--- src/rtl/aes_out_serializer_if.sv ---
// ============================================================================
// Module   : aes_out_serializer_if
// Brief    : Bundle of the AES result input and the 32-bit serial output bus.
// Revision : 1.0 - initial release
// ============================================================================
`default_nettype none

interface aes_out_serializer_if;
  logic         AES_data_out_valid;
  logic [127:0] AES_data_out;
  logic         ser_ready;
  logic         ser_valid;
  logic [31:0]  ser_data;
  logic         ser_last;
  logic [1:0]   buf_count;
  logic         overflow;

  modport slave (
    input  AES_data_out_valid,
    input  AES_data_out,
    input  ser_ready,
    output ser_valid,
    output ser_data,
    output ser_last,
    output buf_count,
    output overflow
  );

  modport master (
    output AES_data_out_valid,
    output AES_data_out,
    output ser_ready,
    input  ser_valid,
    input  ser_data,
    input  ser_last,
    input  buf_count,
    input  overflow
  );
endinterface

`default_nettype wire

--- src/rtl/aes_out_serializer.sv ---
// ============================================================================
// Module   : aes_out_serializer
// Brief    : Buffers up to two 128-bit AES results and streams them as 32-bit words.
// Revision : 1.0 - initial release
// ============================================================================
`default_nettype none

module aes_out_serializer #(
  parameter bit MSB_FIRST = 1'b1
) (
  input  wire logic          AES_clk,
  input  wire logic          AES_rst,
  aes_out_serializer_if.slave bus
);

  typedef enum logic [0:0] {
    S_IDLE = 1'b0,
    S_SEND = 1'b1
  } state_t;

  state_t       r_state;
  logic         r_valid_d;
  logic [127:0] r_mem [2];
  logic         r_wptr;
  logic         r_rptr;
  logic [1:0]   r_count;
  logic [1:0]   r_idx;
  logic         r_ovf;
  logic         r_ser_valid;
  logic         r_ser_last;
  logic [31:0]  r_ser_data;

  logic         w_cap;
  logic         w_hs;
  logic         w_pop;
  logic         w_full;
  logic         w_push;
  logic         w_drop;
  logic [1:0]   w_count_nx;
  logic         w_rptr_nx;
  logic [1:0]   w_idx_nx;
  logic [127:0] w_head_nx;
  logic         w_send_nx;

  // Word select: MSB-first maps word idx to slot (3 - idx) counted from bit 0.
  function automatic logic [31:0] f_word(input logic [127:0] blk, input logic [1:0] idx);
    logic [1:0] slot;
    logic [6:0] lsb;
    slot = MSB_FIRST ? ~idx : idx;
    lsb  = {slot, 5'b0_0000};
    return blk[lsb +: 32];
  endfunction

  assign w_cap     = bus.AES_data_out_valid && !r_valid_d;
  assign w_hs      = (r_state == S_SEND) && bus.ser_ready;
  assign w_pop     = w_hs && (r_idx == 2'd3);
  assign w_full    = (r_count == 2'd2);
  assign w_push    = w_cap && (!w_full || w_pop);
  assign w_drop    = w_cap && w_full && !w_pop;
  assign w_rptr_nx = r_rptr ^ w_pop;
  assign w_idx_nx  = w_pop ? 2'd0 : (w_hs ? r_idx + 2'd1 : r_idx);

  always_comb begin
    w_count_nx = r_count;
    case ({w_push, w_pop})
      2'b10:   w_count_nx = r_count + 2'd1;
      2'b01:   w_count_nx = r_count - 2'd1;
      default: w_count_nx = r_count;
    endcase
  end

  // The next head may be the block being written this very cycle.
  assign w_head_nx = (w_push && (r_wptr == w_rptr_nx)) ? bus.AES_data_out : r_mem[w_rptr_nx];
  assign w_send_nx = (w_count_nx != 2'd0);

  always_ff @(posedge AES_clk) begin
    if (AES_rst) begin
      r_state     <= S_IDLE;
      r_valid_d   <= 1'b0;
      r_mem[0]    <= '0;
      r_mem[1]    <= '0;
      r_wptr      <= 1'b0;
      r_rptr      <= 1'b0;
      r_count     <= 2'd0;
      r_idx       <= 2'd0;
      r_ovf       <= 1'b0;
      r_ser_valid <= 1'b0;
      r_ser_last  <= 1'b0;
      r_ser_data  <= 32'd0;
    end else begin
      r_valid_d <= bus.AES_data_out_valid;
      if (w_push) begin
        r_mem[r_wptr] <= bus.AES_data_out;
        r_wptr        <= ~r_wptr;
      end
      if (w_drop) begin
        r_ovf <= 1'b1;
      end
      r_rptr  <= w_rptr_nx;
      r_count <= w_count_nx;
      r_idx   <= w_idx_nx;

      case (r_state)
        S_IDLE:  r_state <= w_send_nx ? S_SEND : S_IDLE;
        S_SEND:  r_state <= w_send_nx ? S_SEND : S_IDLE;
        default: r_state <= S_IDLE;
      endcase

      r_ser_valid <= w_send_nx;
      r_ser_last  <= w_send_nx && (w_idx_nx == 2'd3);
      r_ser_data  <= w_send_nx ? f_word(w_head_nx, w_idx_nx) : 32'd0;
    end
  end

  assign bus.ser_valid = r_ser_valid;
  assign bus.ser_data  = r_ser_data;
  assign bus.ser_last  = r_ser_last;
  assign bus.buf_count = r_count;
  assign bus.overflow  = r_ovf;

endmodule

`default_nettype wire

--- src/flat_wrapper.sv ---
// flat-port wrapper written by rule: the top's interface ports become plain ports
module aes_out_serializer_flat 
#(
  parameter bit MSB_FIRST = 1'b1
)
  (AES_clk, AES_rst, bus_AES_data_out_valid, bus_AES_data_out, bus_ser_ready, bus_ser_valid, bus_ser_data, bus_ser_last, bus_buf_count, bus_overflow);
  aes_out_serializer_if bus_i ();
  input  wire logic AES_clk;
  input  wire logic AES_rst;
  input wire logic [$bits(bus_i.AES_data_out_valid)-1:0] bus_AES_data_out_valid;
  input wire logic [$bits(bus_i.AES_data_out)-1:0] bus_AES_data_out;
  input wire logic [$bits(bus_i.ser_ready)-1:0] bus_ser_ready;
  output wire logic [$bits(bus_i.ser_valid)-1:0] bus_ser_valid;
  output wire logic [$bits(bus_i.ser_data)-1:0] bus_ser_data;
  output wire logic [$bits(bus_i.ser_last)-1:0] bus_ser_last;
  output wire logic [$bits(bus_i.buf_count)-1:0] bus_buf_count;
  output wire logic [$bits(bus_i.overflow)-1:0] bus_overflow;
  assign bus_i.AES_data_out_valid = bus_AES_data_out_valid;
  assign bus_i.AES_data_out = bus_AES_data_out;
  assign bus_i.ser_ready = bus_ser_ready;
  assign bus_ser_valid = bus_i.ser_valid;
  assign bus_ser_data = bus_i.ser_data;
  assign bus_ser_last = bus_i.ser_last;
  assign bus_buf_count = bus_i.buf_count;
  assign bus_overflow = bus_i.overflow;
  aes_out_serializer #(.MSB_FIRST(MSB_FIRST)) u_core (.AES_clk(AES_clk), .AES_rst(AES_rst), .bus(bus_i));
endmodule
--- config.mk ---
export PLATFORM = sky130hd
export DESIGN_NAME = aes_out_serializer_flat
export DESIGN_NICKNAME = d
export VERILOG_FILES = /design/src/rtl/aes_out_serializer_if.sv /design/src/rtl/aes_out_serializer.sv /design/src/flat_wrapper.sv
export SDC_FILE = /design/constraint.sdc
export NUM_CORES = 1
export LEC_CHECK = 0
export CAP_MARGIN = 20
export CELL_PAD_IN_SITES_DETAIL_PLACEMENT = 1
export CELL_PAD_IN_SITES_GLOBAL_PLACEMENT = 2
export CORE_MARGIN = 2
export CORE_UTILIZATION = 34
export DETAILED_ROUTE_END_ITERATION = 12
export GPL_ROUTABILITY_DRIVEN = 0
export PLACE_DENSITY_LB_ADDON = 0.1
export SLEW_MARGIN = 20
export SYNTH_ARGS = -nofsm -noshare
export SYNTH_HDL_FRONTEND = slang
export SYNTH_SLANG_ARGS = --single-unit
--- constraint.sdc ---
create_clock -name AES_clk -period 8.64 [get_ports AES_clk]
set_input_delay 2.16 -clock AES_clk [delete_from_list [all_inputs] [get_ports AES_clk]]
set_output_delay 2.16 -clock AES_clk [all_outputs]
set_load 0.02 [all_outputs]
==> results by group <==
Power
  • Clock power share: 0.384
  • Total Power: 3.82 mW
  • Sequential Power Share: 0.453
  • Gate power share: 0.163
  • P_sw: 1.03 mW
  • Internal power: 2.79 mW
  • Total power divided by cell area: 213 mW/mm²
  • Maximum VDD drop: 0.130 mV
  • Pleak: 6.53 nW
  • Switch share: 0.270

Clocking
  • Clock transition at path regs: 0.06 ns
  • Worst-Skew Late Latency: 0.55 ns
  • Max clock buf depth: 3
  • TritonCTS clock tree: built
  • CTS Hold Bufs: 0
  • Post-cts sizing count: 0
  • Number of clock sinks: 298
  • Root Buffer: clkbuf_16
  • Setup Buffers After CTS: 0
  • Total clock buffers created by CTS: 36
  • # H-tree levels: 2

Timing
  • Final setup fails: 0
  • Fin. Hold Viols: 0
  • Final setup TNS: 0 ns
  • RSZ-0062 raised after global routing: false
  • Worst Skew: 0.0210 ns
  • Max Slew Vio Count: 0
  • Final WS setup: 3.64 ns
  • Worst slew pin tran: 1.10 ns
  • Tmin final: 5.00 ns
  • Fin crit share: 0.578
  • Worst slew margin: 0.264
  • Fmax: 0.200 GHz

Setup path
  • Category of the worst setup path launch point: input pin
  • Slowest cell on the critical path: or2_4
  • Crit. End Element: flip-flop
  • Crit Path Max Fanout: 67
  • Critical path data required time: 9.06 ns
  • Worst endpoint data arrival time: 5.42 ns
  • Setup CP Type: in -> reg
  • CP cell instances: clkdlybuf4s50_1, a21boi_4, or2_4, buf_4, mux4_2, a211oi_1, nor3_1
  • Critical Path Max Stage Delay: 0.90 ns

Logic synthesis
  • Top FF cell, synth: edfxtp_1
  • Distinct cells, synth: 50
  • Area share of the largest cell type after synthesis: 0.527
  • Syn nets: 1,414
  • Synthesized cell area: 0.0146 mm²
  • Post-synthesis async set-or-reset flop share: 0
  • Yosys top cell by area: edfxtp_1
  • Post-synth EDFFs: 256
  • Register bit count reported by yosys: 298
  • Main area contributors after synthesis: edfxtp_1 53%, and2_1 11%, dfxtp_1 5.8%, mux4_2 4.9%, a21oi_1 3.3%
  • Syn Inst Count: 1,281
  • Avg Inst Size Synth: 11.4 µm²
  • Synth warn: 0
  • Top cells by count, synth: 256 x and2_1, 256 x edfxtp_1, 123 x nand2_1
  • Sequential share of the synthesized area: 0.584

Placement
  • Dpl ws: 3.07 ns
  • Placed Instances: 1,904
  • Dpl hpwl: 30.6 mm
  • Port-buffer cells: 168

Global route
  • Top Usage Layer GRT: met2
  • Largest net degree at the start of global routing: 101
  • Vias in the first global route: 10,900
  • First-pass GRT wire length: 72.4 mm
  • Initial antenna violation count: 2
  • Met3 usage: 0.0296
  • Met1 Track Usage GR: 0.330
  • Total grt overflow: 0
  • Tot GR Track Use: 0.220
  • Met2 Usage GRT: 0.335

Cells and area
  • Area Growth Syn to Fin: 23.0%
  • Final cell count without fillers: 1,972
  • Antenna Cells: 0
  • Share of cells above drive strength 1: 0.0893
  • Nets: 1,538
  • Fill count: 4,476

Detailed routing
  • DR WL/cell: 24.9 µm
  • Pre-Repair DR Iteration Count: 5
  • Vias: 10,700
  • Total Wirelength: 49.1 mm
  • Drt first-iter violations: 677
  • Via density: 5.42
  • DRT antenna net count: 0
  • Drt drc: 0

Floorplanning
  • I/O pin total: 169
  • Initial Utilization: 0.346
  • Die Area: 0.0446 mm²
  • Core area: 0.0421 mm²
  • Num rows: 75
  • Die height: 211 µm
  • Die width: 211 µm

Run
  • Max-cap violation count: 0

Outcome
  • Outcome: complete, no violations

Hold path
  • Worst Hold Class: reg -> reg
[worst max-delay path: cells and delay by family]
family	cells	cell delay (ns)
simple gates	2	0.98
mux	1	0.33
buf+inv	2	1.03
compound gates	2	0.87
[cells in the final DEF (no fill, tap or decap), types with 2 or more instances in the layout]
master	n
o21ai_1	2
clkbuf_16	37
nor2_2	2
nand3_1	53
a21oi_1	96
nand2_1	123
o32ai_1	22
clkbuf_8	4
clkdlybuf4s50_1	168
a211o_1	10
buf_4	22
dfxtp_1	41
o22ai_1	9
clkinv_1	5
clkinvlp_4	2
inv_6	2
buf_12	4
a21o_1	3
a211oi_1	24
and2_1	256
clkbuf_1	10
a32oi_1	8
edfxtp_1	256
a221oi_1	9
clkinv_2	5
nor2b_1	3
a2111oi_0	22
mux4_2	32
or2_4	2
nand4_1	2
nor3_1	44
nor2_1	42
o21ai_0	39
a21boi_0	22
nand2b_1	24
[metrics by stage]
stage | area [µm²] | hold slack [ns] | utilization
final | 18000 | 0.504 | 0.426
after global routing | 18000 | 0.531 | 0.426
after CTS | 17900 | 0.511 | 0.425
after detailed placement | 16800 | 0.503 | 0.398
after global placement | 16800 | 0.454 | 0.398
after floorplan | 14600 | 0.554 | -
[sequential cells by signal (all words and copies together), names as in the netlist]
register	cells
u_core.r_valid_d	1
u_core.r_wptr	1
u_core.bus.ser_data	32
u_core.bus.ser_valid	1
u_core.bus.buf_count	2
u_core.bus.overflow	1
u_core.r_mem	256
u_core.r_rptr	1
u_core.bus.ser_last	1
u_core.r_idx	2
[layer usage]
layer  wire [µm]  share of wire  vias up
met3        2140          0.044       53
met5          13        0.00026        -
li1            -              -     4954
met1       24100           0.49     5446
met2       22000           0.45      236
met4         844          0.017        2
[power groups by stage]
stage	clock [mW]	combinational [mW]	sequential, mW
after global placement	0	0.616	1.76
after CTS	1.50	0.623	1.73
final	1.47	0.622	1.73
after floorplan	0	0.314	1.77
after detailed placement	0	0.621	1.76
after global routing	1.55	0.676	1.74
[cell type report]
class | instances | area, µm² | area share
sequential | 298 | 8530 | 0.475
inverter | 1 | 3.75 | 0.000209
tap | 539 | 674 | 0.0376
clock buffer | 51 | 1020 | 0.0567
clock inverter | 15 | 106 | 0.00592
multi-input combinational | 873 | 5670 | 0.316
timing repair buffer | 195 | 1950 | 0.109
[cells by family after synthesis]
logic type | count (synthesis) | share of synthesized area
and+or+nand+nor | 562 | 0.205
DFF | 298 | 0.584
AOI/OAI and AO/OA | 271 | 0.121
buffers and inverters | 110 | 0.0322
muxes | 34 | 0.0508
xor gates and xnor gates | 5 | 0.00523
adders and majority gates | 1 | 0.000857
[worst paths after layout]
check | start | end | slack (ns) | depth (start not counted)
setup / recovery | bus_ser_ready | u_core.bus.ser_data[19] | 3.64 | 7
hold / removal | u_core.bus.overflow | u_core.bus.overflow | 0.50 | 2
setup reg to reg | u_core.r_idx[1] | u_core.r_mem[1][117] | 4.63 | 7
hold reg to reg | u_core.bus.overflow | u_core.bus.overflow | 0.50 | 2
Note: power is estimated with default switching activity, not from simulation.
